--- config.mk ---
export PLATFORM = sky130hd
export DESIGN_NAME = vga_box_mover
export DESIGN_NICKNAME = d
export VERILOG_FILES = /design/src/rtl/vga_box_mover.sv
export SDC_FILE = /design/constraint.sdc
export NUM_CORES = 1
export LEC_CHECK = 0
export ABC_AREA = 1
export BUFFER_PORTS_ARGS = -buffer_cell sky130_fd_sc_hd__buf_4
export CAP_MARGIN = 20
export CORE_MARGIN = 2
export CORE_UTILIZATION = 50
export CTS_BUF_LIST = sky130_fd_sc_hd__clkbuf_8
export DETAILED_ROUTE_END_ITERATION = 7
export PLACE_DENSITY = 0.73
export SYNTH_ARGS = -nofsm -noshare
export SYNTH_HDL_FRONTEND = slang
export SYNTH_HIERARCHICAL = 1
export SYNTH_SLANG_ARGS = --single-unit
export TNS_END_PERCENT = 50
--- constraint.sdc ---
create_clock -name clock -period 2.73 [get_ports clock]
set_input_delay 0.546 -clock clock [delete_from_list [all_inputs] [get_ports clock]]
set_output_delay 0.546 -clock clock [all_outputs]
set_load 0.05 [all_outputs]
--- src/rtl/vga_box_mover.sv ---
// Pushbutton-driven marker position for the VGA pattern generator: debounced
// buttons move a box once per frame, clamped inside the blue border.

module vga_box_db #(
  parameter int DB_CYCLES = 500000
) (
  input  logic clock,
  input  logic rst_n,
  input  logic btn_n,
  output logic pressed
);
  localparam int CW = (DB_CYCLES > 1) ? $clog2(DB_CYCLES) : 1;

  logic [1:0]    sync;
  logic [CW-1:0] cnt;
  logic          level;

  assign level = ~sync[1];

  always_ff @(posedge clock or negedge rst_n) begin
    if (!rst_n) begin
      sync    <= 2'b11;
      cnt     <= '0;
      pressed <= 1'b0;
    end else begin
      sync <= {sync[0], btn_n};
      if (level == pressed) begin
        cnt <= '0;
      end else if (cnt == CW'(DB_CYCLES - 1)) begin
        pressed <= ~pressed;
        cnt     <= '0;
      end else begin
        cnt <= cnt + 1'b1;
      end
    end
  end
endmodule

module vga_box_mover #(
  parameter int BOX_W     = 41,
  parameter int BOX_H     = 31,
  parameter int X_MIN     = 141,
  parameter int X_MAX     = 499,
  parameter int Y_MIN     = 101,
  parameter int Y_MAX     = 379,
  parameter int X_INIT    = 285,
  parameter int Y_INIT    = 225,
  parameter int STEP      = 2,
  parameter int DB_CYCLES = 500000
) (
  input  logic       clock,
  input  logic       rst_n,
  input  logic       vsync,
  input  logic       btn_up_n,
  input  logic       btn_dn_n,
  input  logic       btn_lt_n,
  input  logic       btn_rt_n,
  output logic [9:0] box_x,
  output logic [9:0] box_y,
  output logic       frame_tick,
  output logic       wall_hit,
  output logic [3:0] btn_state
);
  localparam logic signed [10:0] X_LO = 11'(X_MIN);
  localparam logic signed [10:0] X_HI = 11'(X_MAX - BOX_W + 1);
  localparam logic signed [10:0] Y_LO = 11'(Y_MIN);
  localparam logic signed [10:0] Y_HI = 11'(Y_MAX - BOX_H + 1);
  localparam logic signed [10:0] STP  = 11'(STEP);

  logic [3:0] btn_raw;
  assign btn_raw = {btn_up_n, btn_dn_n, btn_lt_n, btn_rt_n};

  vga_box_db #(.DB_CYCLES(DB_CYCLES)) u_db [3:0] (
    .clock  (clock),
    .rst_n  (rst_n),
    .btn_n  (btn_raw),
    .pressed(btn_state)
  );

  // Sync flops reset high so a vsync already high after reset gives no edge.
  logic vs_s0, vs_s1, vs_d;
  always_ff @(posedge clock or negedge rst_n) begin
    if (!rst_n) begin
      vs_s0      <= 1'b1;
      vs_s1      <= 1'b1;
      vs_d       <= 1'b1;
      frame_tick <= 1'b0;
    end else begin
      vs_s0      <= vsync;
      vs_s1      <= vs_s0;
      vs_d       <= vs_s1;
      frame_tick <= vs_s1 & ~vs_d;
    end
  end

  logic signed [10:0] dx, dy, tx, ty, nx, ny;
  logic               clamp;

  always_comb begin
    dx = '0;
    dy = '0;
    case ({btn_state[0], btn_state[1]})  // {rt, lt}
      2'b10:   dx = STP;
      2'b01:   dx = -STP;
      default: dx = '0;
    endcase
    case ({btn_state[2], btn_state[3]})  // {dn, up}
      2'b10:   dy = STP;
      2'b01:   dy = -STP;
      default: dy = '0;
    endcase
    tx = $signed({1'b0, box_x}) + dx;
    ty = $signed({1'b0, box_y}) + dy;
    nx = (tx < X_LO) ? X_LO : (tx > X_HI) ? X_HI : tx;
    ny = (ty < Y_LO) ? Y_LO : (ty > Y_HI) ? Y_HI : ty;
    clamp = (nx != tx) || (ny != ty);
  end

  always_ff @(posedge clock or negedge rst_n) begin
    if (!rst_n) begin
      box_x    <= 10'(X_INIT);
      box_y    <= 10'(Y_INIT);
      wall_hit <= 1'b0;
    end else begin
      wall_hit <= frame_tick & clamp;
      if (frame_tick) begin
        box_x <= nx[9:0];
        box_y <= ny[9:0];
      end
    end
  end
endmodule

==> results of run 1 <==
## power by group through the flow
stage | Sequential, uW | Clock (uW) | Combinational, uW
CTS | 1760 | 1820 | 381
detailed placement | 1790 | 0 | 378
global placement | 1790 | 0 | 376
finish | 1760 | 1770 | 381
floorplan | 1840 | 0 | 212
global route | 1760 | 1880 | 425
## flip-flops by register name (all words and copies together), names as in the netlist
name	count
vs_s1	1
vs_s0	1
frame_tick	1
u_db/pressed	4
u_db/sync	8
u_db/cnt	76
vs_d	1
wall_hit	1
box_y	10
box_x	10
## worst reg2reg max path: cells and delay by family, from the launching register on
kind	cells	cell delay [ns]
adder cells (fa/ha/maj)	3	0.66
buffers and inverters	1	0.04
AND/OR/NAND/NOR	9	0.95
AO/OA/AOI/OAI	2	0.36
flip-flops	1	0.45
## kinds of logic (layout without fill, tap and decap cells)
family	after synthesis	count (layout)	synth area share, %
adder cells (fa/ha/maj)	12	12	2.11
flip-flops	113	113	40.1
AO/OA/AOI/OAI	71	71	5.54
AND/OR/NAND/NOR	571	571	37.9
XOR/XNOR	41	41	5.78
buffers and inverters	158	226	8.56
## per-layer routing
layer  share of wire [%]  GRT usage [%]  up-vias
met2                  48           34.9      144
met1                  46           27.4     2761
met3                 4.2           4.38       24
met5                   0              0        -
li1                    -              -     3128
met4                 1.8           7.81        0
## per-stage QoR
step	instance area (um2)	setup WS, ns	total power [uW]	setup TNS [ns]	instances
3_3_place_gp	7620	0.290	2170	0	1181
5_1_grt	8090	-0.0229	4070	-0.0229	1214
6_report	8090	0.193	3910	0	1214
4_1_cts	8070	0.190	3960	0	1213
3_5_place_dp	7620	0.226	2170	0	1181
2_1_floorplan	7120	0.00169	2050	0	966
## repair_timing
action / CTS / global route
gates resized for setup: 0 / 5
setup buffers: 0 / 1
setup endpoints to repair: 0 / 9
## final cells by class
type,count,area (um2),area share (%)
well taps,180,225,2.78
clock buffers,18,248,3.06
flip-flops and latches,113,2860,35.3
repair buffers,41,320,3.96
multi-input cells,695,3670,45.4
inverters,153,574,7.10
clock inverters,14,196,2.43
## Yosys cell counts, drive strengths merged (2+ instances only)
master | n | area, um2
nand2 | 257 | 1080
nor2 | 191 | 892
xnor2 | 19 | 211
clkinv | 2 | 7.51
inv | 151 | 567
or2 | 2 | 12.5
a21oi | 31 | 155
clkbuf | 2 | 7.51
nand4 | 18 | 113
nor3b | 8 | 80.1
nand3 | 83 | 440
buf | 3 | 27.5
o21bai | 2 | 18.8
dfstp | 20 | 526
o21ai | 30 | 161
dfrtp | 93 | 2330
o21a | 5 | 37.5
nor3 | 12 | 85.1
ha | 12 | 150
xor2 | 22 | 200
## worst paths after layout
path | slack [ns] | endpoint | start
max in group asynchronous | 1.98 | u_db[0]/sync[0] | rst_n
max reg2reg | 0.19 | box_y[2] | u_db[3]/pressed
min in group clock | 0.22 | u_db[1]/sync[0] | btn_lt_n
min | 0.02 | box_y[8] | rst_n
min reg2reg | 0.36 | vs_s1 | vs_s0
max | 0.19 | box_y[2] | u_db[3]/pressed
==> impl_metrics.csv, run 1 <==
group,metric,value,unit
sta,drv_slew,0,
setup_path,crit_path_max_fanout,5,
yosys,avgSynthCellArea,7.37,um2
sta,setup_violations,0,
clocking,clkTransAtPathRegs,0.07,ns
finish,fillerInstances,1259,
placed_design,io_buffers,32,
setup_path,cp.required,3.04,ns
global_routing,grt_max_degree,47,
power_and_ir_drop,p_per_area,483,nW/um2
power_and_ir_drop,clkPwrFrac,45.2,%
yosys,syn_area,7120,um2
drt,num_vias,6057,
yosys,synthArstFlopShare,100,%
die,dieArea,15200,um2
drt,drtAntennaViolNets,0,
clocking,ctsHoldBuffers,0,
clocking,numCtsBuffers,17,
power_and_ir_drop,p_leak,0.00384,uW
yosys,synth_edf_count,0,
setup_path,crit_family,"simple AND/OR/NAND/NOR gates",
drt,drt-total-wl,14800,um
setup_path,cp_num_cells,15,
drt,drc,0,
sta,worst_pin_slew,0.453,ns
power_and_ir_drop,intPower,2940,uW
yosys,netlist_instances,966,
power_and_ir_drop,power_frac_seq,45.0,%
clocking,max-clock-path-buffers,2,
yosys,yosysWarnings,6,
run_status,status,"completed",
yosys,ys_seq_area_share,40.1,%
global_routing,grt_pass1_vias,5616,
sta,min_period,2.54,ns
yosys,ys_ff_latch,113,
clocking,clockRootBuffer,"clkbuf_8",
finish,syn_to_final_growth,13.7,%
global_routing,grt_pass1_wl,25400,um
power_and_ir_drop,pwr-share-comb,9.7,%
yosys,synthesis.nets,985,
sta,fin_crit_sh,92.9,%
sta,clock.fmax,394,MHz
die,rows,43,
setup_path,cpPeakStageDelay,0.45,ns
power_and_ir_drop,swShare,24.8,%
finish,antenna_cells,0,
die,ioPinCount,33,
global_routing,antenna_found_initial,0,
die,chipHeight,123,um
finish,drive_gt1_share,19.9,%
placed_design,hpwlAfterDp,11200,um
setup_path,r2r_cells,15,
global_routing,grt_use_total,21.1,%
die,coreArea,13900,um2
drt,via_per_inst,4.99,
global_routing,gr-total-overflow,0,
finish,final_common_cell,"nand2_1",
job,maxCapViolCount,0,
setup_path,critPathArrivalTime,2.85,ns
clocking,htreeDepth,4,
placed_design,routabilityCongestion,0.909,
setup_path,cp_cell_sequence,"ha_1 > inv_1 > ha_1 > ha_1 > a21o_1 > nand3_1 > nand3_1 > nand2_1 > nand3_1 > o21ai_0 > nor2_1 > nor2_2 > nand3_1 > nand2_1 > nand2_1",
setup_path,path_buf_inv,1,
clocking,clock_latency,0.42,ns
worst_hold_path,hold_path_class,"in2async",
power_and_ir_drop,peakVddDrop,0.302,mV
die,dieWidth,123,um
sta,relSlewSlack,69.8,%
setup_path,critPathKind,"reg2reg",
setup_path,cp-start-kind,"flip-flop",
finish,final_core_util,58.3,%
yosys,ys_dominant_reg_cell,"dfrtp_1",
drt,drt_first_pass_iters,5,
sta,fin_hold_ws,0.0186,ns
power_and_ir_drop,p_sw,968,uW
finish,final_cell_mix,"nand2_1, nor2_1, inv_1",
sta,rsz0062_at_grt,"yes",
sta,finClkSkew,0.00898,ns
setup_path,cpMaxStageDelayCell,"dfrtp_2",
clocking,cts.sinks,113,
die,initial_core_util,51.3,%
sta,hold_viol,0,
clocking,cts_tree,"done",
yosys,ys_types,37,
setup_path,path_common_cell,"nand3_1",
drt,wl_per_cell,12.2,um
finish,final_nets,1040,
setup_path,endpoint_kind,"flip-flop",
drt,drtIter0Drc,474,
No activity file was read; power rests on OpenSTA's default activity.
==> inputs of run 2 (changes only) <==
--- a/config.mk
+++ b/config.mk
@@ -5,7 +5,6 @@
 export SDC_FILE = /design/constraint.sdc
 export NUM_CORES = 1
 export LEC_CHECK = 0
-export ABC_AREA = 1
 export BUFFER_PORTS_ARGS = -buffer_cell sky130_fd_sc_hd__buf_4
 export CAP_MARGIN = 20
 export CORE_MARGIN = 2
==> run 2 against run 1 <==
Net effect:
- the flow now finishes with violations (setup timing)
- sequential share of layout area fell by 3.1 points
- final area rose by 9.6%
- sequential power barely moved
- global-route usage rose by 2.1 points
- register-to-register slack got worse by 0.64 ns
- clock skew rose by 0.0030 ns
==> impl_metrics.csv, run 2 <==
group,metric,value,unit
run_status,status,"finished with violations",
run_status,violations,"setup timing",
yosys,synth_area_leaders,"dfrtp_1, xnor2_1, dfstp_2, nor2_1, nand3_1",
die,initial_core_util,51.2,%
setup_path,cp-start-kind,"flip-flop",
job,maxCapViolCount,0,
drt,wl_per_cell,15.7,um
global_routing,gr-total-overflow,0,
placed_design,dpl.cell_count,1005,
finish,final_cell_mix,"buf_4, nor2_1, dfrtp_1",
drt,drtAntennaViolNets,0,
yosys,synth_edf_count,0,
drt,drt_first_pass_iters,5,
yosys,synthesis.nets,759,
sta,min_period,3.18,ns
global_routing,grt_use_met2,37.1,%
setup_path,endpoint_kind,"flip-flop",
sta,setup_ws,-0.446,ns
global_routing,top_usage_layer,"met2",
setup_path,critPathArrivalTime,3.49,ns
finish,final_common_cell,"buf_4",
sta,fin_hold_ws,0.0927,ns
yosys,yosysWarnings,6,
clocking,numCtsBuffers,17,
finish,regMostFlops,"u_db/cnt",
placed_design,hpwlAfterDp,11500,um
power_and_ir_drop,peakVddDrop,0.382,mV
yosys,syn_area,7070,um2
sta,hold_viol,0,
die,rows,43,
yosys,synth_top_cell_by_area,"dfrtp_1",
die,dieWidth,123,um
yosys,synthMostInstantiatedCell,"nor2_1",
yosys,ys_seq_area_share,40.3,%
clocking,max-clock-path-buffers,2,
placed_design,routabilityCongestion,0.919,
sta,finalSetupTns,-5.63,ns
drt,drc,0,
yosys,ys_ff_latch,113,
yosys,netlist_instances,740,
yosys,ys_types,82,
clocking,clockRootBuffer,"clkbuf_8",
global_routing,antenna_found_initial,0,
sta,relSlewSlack,55.6,%
finish,final_nets,875,
finish,syn_to_final_growth,25.4,%
worst_hold_path,hold_path_class,"in2async",
die,dieArea,15100,um2
power_and_ir_drop,p_leak,0.00355,uW
global_routing,grt_pass1_wl,28000,um
setup_path,crit_path_max_fanout,7,
power_and_ir_drop,p_per_area,430,nW/um2
finish,fin_cells,1049,
sta,fin_crit_sh,116,%
sta,drv_slew,0,
finish,drive_gt1_share,32.6,%
finish,largest_reg_flops,76,
global_routing,grt_pass1_vias,5884,
sta,rsz0062_at_grt,"yes",
clocking,cts.sinks,113,
placed_design,io_buffers,32,
sta,setup_violations,17,
drt,drt-total-wl,16500,um
drt,via_per_inst,5.75,
clocking,cts_tree,"done",
yosys,synth_commonest_cells,"nor2_1, dfrtp_1, xnor2_1, nand2_1, nand3_1",
clocking,clock_latency,0.44,ns
drt,num_vias,6034,
global_routing,grt_max_degree,45,
yosys,avgSynthCellArea,9.56,um2
yosys,synth_top_area_share,32.9,%
yosys,synthArstFlopShare,100,%
sta,finClkSkew,0.0120,ns
yosys,ys_dominant_reg_cell,"dfrtp_1",
global_routing,grt_util_met1,31.0,%
power_and_ir_drop,finalPower,3810,uW
clocking,htreeDepth,4,
die,coreArea,13800,um2
die,ioPinCount,33,
sta,worst_pin_slew,0.666,ns
finish,antenna_cells,0,
global_routing,use_met3,5.07,%
finish,top_regs,"u_db/cnt (76), box_x (10), box_y (10)",
setup_path,cp.required,3.05,ns
drt,drtIter0Drc,449,
die,chipHeight,123,um
global_routing,grt_use_total,23.3,%
sta,clock.fmax,315,MHz
setup_path,critPathKind,"reg2reg",
clocking,clkTransAtPathRegs,0.07,ns
-- run 2: worst paths after layout --
path	start	to	slack, ns	cells after the start
worst max-delay path	u_db[0]/pressed	wall_hit	-0.45	14
worst min-delay path	rst_n	u_db[2]/cnt[11]	0.09	1
worst max register to register	u_db[0]/pressed	wall_hit	-0.45	14
worst min register to register	vs_s0	vs_s1	0.35	0
max in group asynchronous	rst_n	u_db[0]/cnt[8]	1.94	2
min in group clock	btn_dn_n	u_db[2]/sync[0]	0.21	1
-- run 2: cell families (layout without fill, tap and decap cells) --
| kind of cell | Yosys count | in the layout | synth area share [%] |
|---|---|---|---|
| AOI/OAI and AO/OA | 116 | 116 | 12.8 |
| xor gates and xnor gates | 81 | 81 | 10.0 |
| adders and majority gates | 12 | 12 | 2.12 |
| buffers and inverters | 66 | 195 | 4.17 |
| DFF | 113 | 113 | 40.3 |
| muxes | 12 | 12 | 1.73 |
| and+or+nand+nor | 340 | 340 | 28.8 |
-- run 2: power breakdown --
part / leakage, uW / internal [uW] / total (uW) / switching [uW]
Sequential: 0.00148 / 1730 / 1780 / 50.7
Combinational: 0.00187 / 235 / 541 / 306
Clock: 0.000199 / 767 / 1490 / 724
-- run 2: timing repair --
action,4_1_cts,5_1_grt
pin swaps,25,7
hold buffers,0,0
hold endpoints to repair,0,0
setup endpoints to repair,18,19
gates resized for setup,42,14
setup buffers,12,2
-- run 2: per-layer routing --
layer  vias to the layer above  wire length [um]
li1                       2915                 -
met1                      2941              7310
met2                       148              8120
met3                        30               717
met4                         0               330
met5                         -                 0
-- run 2: final cells by class --
type	count	area, um2
Fill cell	1066	4960
Clock buffer	19	262
Multi-Input combinational cell	561	4270
Tap cell	180	225
Clock inverter	13	113
Inverter	32	120
Timing Repair Buffer	131	1020
Sequential cell	113	2860
-- run 2: worst max-delay path, cell delays in order, from the launching register on --
cell and delay, ns:
dfrtp_2 0.41, inv_2 0.08, buf_4 0.12, ha_4 0.15, xor2_2 0.17, ha_4 0.16, and4b_4 0.25, a2111oi_4 0.05
buf_4 0.17, a311oi_2 0.23, o311a_4 0.26, nand3_1 0.08, or3_1 0.38, o31a_1 0.25, o41a_1 0.31
-- run 2: through the flow --
step | util, % | area [um2] | setup slack (ns)
global placement | 58.6 | 8100 | -0.445
global route | 64.1 | 8870 | -0.612
CTS | 63.5 | 8780 | -0.441
floorplan | - | 7150 | -0.855
detailed placement | 58.6 | 8100 | -0.582
finish | 64.1 | 8870 | -0.446
==> inputs of run 3 (changes only) <==
--- a/config.mk
+++ b/config.mk
@@ -11,9 +11,9 @@
 export CORE_UTILIZATION = 50
 export CTS_BUF_LIST = sky130_fd_sc_hd__clkbuf_8
 export DETAILED_ROUTE_END_ITERATION = 7
-export PLACE_DENSITY = 0.73
+export PLACE_DENSITY = 0.67
 export SYNTH_ARGS = -nofsm -noshare
 export SYNTH_HDL_FRONTEND = slang
 export SYNTH_HIERARCHICAL = 1
 export SYNTH_SLANG_ARGS = --single-unit
-export TNS_END_PERCENT = 50
+export TNS_END_PERCENT = 5
==> constraint.sdc (replaced) <==
create_clock -name clock -period 3.9 [get_ports clock]
set_input_delay 0.78 -clock clock [delete_from_list [all_inputs] [get_ports clock]]
set_output_delay 0.78 -clock clock [all_outputs]
set_load 0.05 [all_outputs]
==> run 3 against run 2 <==
Net effect:
- clock-buffer cell count is 1 lower
- the run now ends clean
- largest power group unchanged
- core utilization is 7.4 points lower
- flip-flop and latch count did not move
- hold slack better by 0.26 ns
==> impl_metrics.csv, run 3 (same netlist as run 2, synthesis figures left out) <==
group,metric,value,unit
run_status,status,"completed",
clocking,cts_tree,"done",
sta,min_period,3.62,ns
drt,wl_per_cell,15.9,um
placed_design,routabilityCongestion,0.929,
drt,drtAntennaViolNets,0,
setup_path,crit_path_max_fanout,9,
power_and_ir_drop,p_per_area,335,nW/um2
clocking,htreeDepth,4,
finish,antenna_cells,0,
drt,num_vias,5614,
die,rows,43,
clocking,numCtsBuffers,17,
sta,clock.fmax,276,MHz
placed_design,io_buffers,32,
sta,worst_pin_slew,0.836,ns
setup_path,path_common_cell,"ha_1",
drt,drc,0,
finish,final_common_cell,"nor2_1",
setup_path,cpPeakStageDelay,0.56,ns
finish,fillerInstances,1229,
clocking,cts.sinks,113,
global_routing,grt_pass1_vias,5393,
finish,final_cell_mix,"nor2_1, dfrtp_1, xnor2_1",
sta,hold_viol,0,
finish,syn_to_final_growth,10.8,%
setup_path,cpMaxStageDelayCell,"a2111oi_4",
die,coreArea,13800,um2
sta,fin_crit_sh,92.8,%
worst_hold_path,hold_path_class,"reg2reg",
sta,finalSetupTns,0,ns
die,ioPinCount,33,
sta,relSlewSlack,43.8,%
setup_path,critPathArrivalTime,3.93,ns
clocking,clockRootBuffer,"clkbuf_8",
drt,drt-total-wl,15200,um
global_routing,grt_max_degree,62,
finish,regMostFlops,"u_db/cnt",
finish,top_regs,"u_db/cnt (76), box_x (10), box_y (10)",
global_routing,gr-total-overflow,0,
die,chipHeight,123,um
setup_path,endpoint_kind,"flip-flop",
setup_path,cp-start-kind,"flip-flop",
global_routing,grt_use_total,21.7,%
job,maxCapViolCount,0,
sta,rsz0062_at_grt,"no",
clocking,ctsHoldBuffers,0,
clocking,cts_resized,0,
setup_path,cp_cell_sequence,"inv_1 > ha_1 > inv_1 > ha_1 > ha_1 > and4b_4 > a2111oi_4 > nand3b_1 > nand4_1 > o2111ai_1 > o2111ai_2 > o31a_1 > o41a_1",
power_and_ir_drop,peakVddDrop,0.231,mV
power_and_ir_drop,finalPower,2620,uW
die,dieWidth,123,um
finish,drive_gt1_share,18.4,%
die,initial_core_util,51.2,%
drt,drt_first_pass_iters,5,
sta,drv_slew,0,
clocking,clock_latency,0.43,ns
global_routing,grt_pass1_wl,26100,um
power_and_ir_drop,p_leak,0.00307,uW
sta,setup_violations,0,
sta,finClkSkew,0.00860,ns
drt,via_per_inst,5.87,
setup_path,cp.required,4.22,ns
placed_design,hpwlAfterDp,10600,um
die,dieArea,15100,um2
global_routing,antenna_found_initial,0,
finish,final_nets,782,
clocking,clkTransAtPathRegs,0.07,ns
clocking,max-clock-path-buffers,2,
drt,drtIter0Drc,432,
setup_path,critPathKind,"reg2reg",
sta,fin_hold_ws,0.351,ns
clocking,cts_setup_buffers,0,
finish,largest_reg_flops,76,
-- run 3: cell count changes in the layout (fill, tap and decap cells not counted), moves of 5 or more --
cell | before | now
buf_4 | 125 | 37
ha_1 | 5 | 12
ha_4 | 7 | 0
inv_1 | 29 | 34
-- run 3: final timing paths --
check / endpoint / slack (ns) / cells after the start / startpoint
min in group asynchronous: u_db[2]/cnt[0] / 0.42 / 1 / rst_n
worst max register to register: wall_hit / 0.28 / 13 / u_db[0]/pressed
worst min register to register: u_db[1]/sync[1] / 0.35 / 0 / u_db[1]/sync[0]
max in group asynchronous: u_db[1]/sync[0] / 2.68 / 2 / rst_n
worst max-delay path: wall_hit / 0.28 / 13 / u_db[0]/pressed
worst min-delay path: u_db[1]/sync[1] / 0.35 / 0 / u_db[1]/sync[0]
-- run 3: per-layer routing --
layer  GRT usage [%]  up-vias  part of all wire (%)
met3            5.26       23                   3.7
li1                -     2736                     -
met1            29.3     2738                    47
met5               0        -                     0
met2            34.2      117                    48
met4            7.54        0                   1.7
-- run 3: cell type report --
cell class              count  area [um2]  share of cell area (%)
clock buffers              18         248                    3.16
clock inverters            14         149                    1.90
inverters                  32         120                    1.53
multi-input cells         561        3940                    50.3
flip-flops and latches    113        2860                    36.4
well taps                 180         225                    2.87
repair buffers             38         298                    3.80
-- run 3: worst max-delay path: cells and delay by family (launching register included) --
| kind | cells | cell delay [ns] |
|---|---|---|
| AO/OA/AOI/OAI | 5 | 1.65 |
| adder cells (fa/ha/maj) | 3 | 0.73 |
| AND/OR/NAND/NOR | 3 | 0.60 |
| flip-flops | 1 | 0.39 |
| buffers and inverters | 2 | 0.13 |
-- run 3: report_power, final --
group          switching (uW)  total, uW  internal [uW]
logic                     166        262           95.8
registers                47.7       1260           1210
clock network             470       1100            634
-- run 3: through the flow --
step | std cells | util [%] | cell area (um2) | worst slack [ns]
after global placement | 924 | 53.7 | 7420 | 0.442
after detailed placement | 924 | 53.7 | 7420 | 0.284
after floorplan | 740 | - | 7080 | 0.0273
after CTS | 956 | 56.6 | 7820 | 0.273
after global routing | 956 | 56.7 | 7840 | 0.00879
final | 956 | 56.7 | 7840 | 0.283
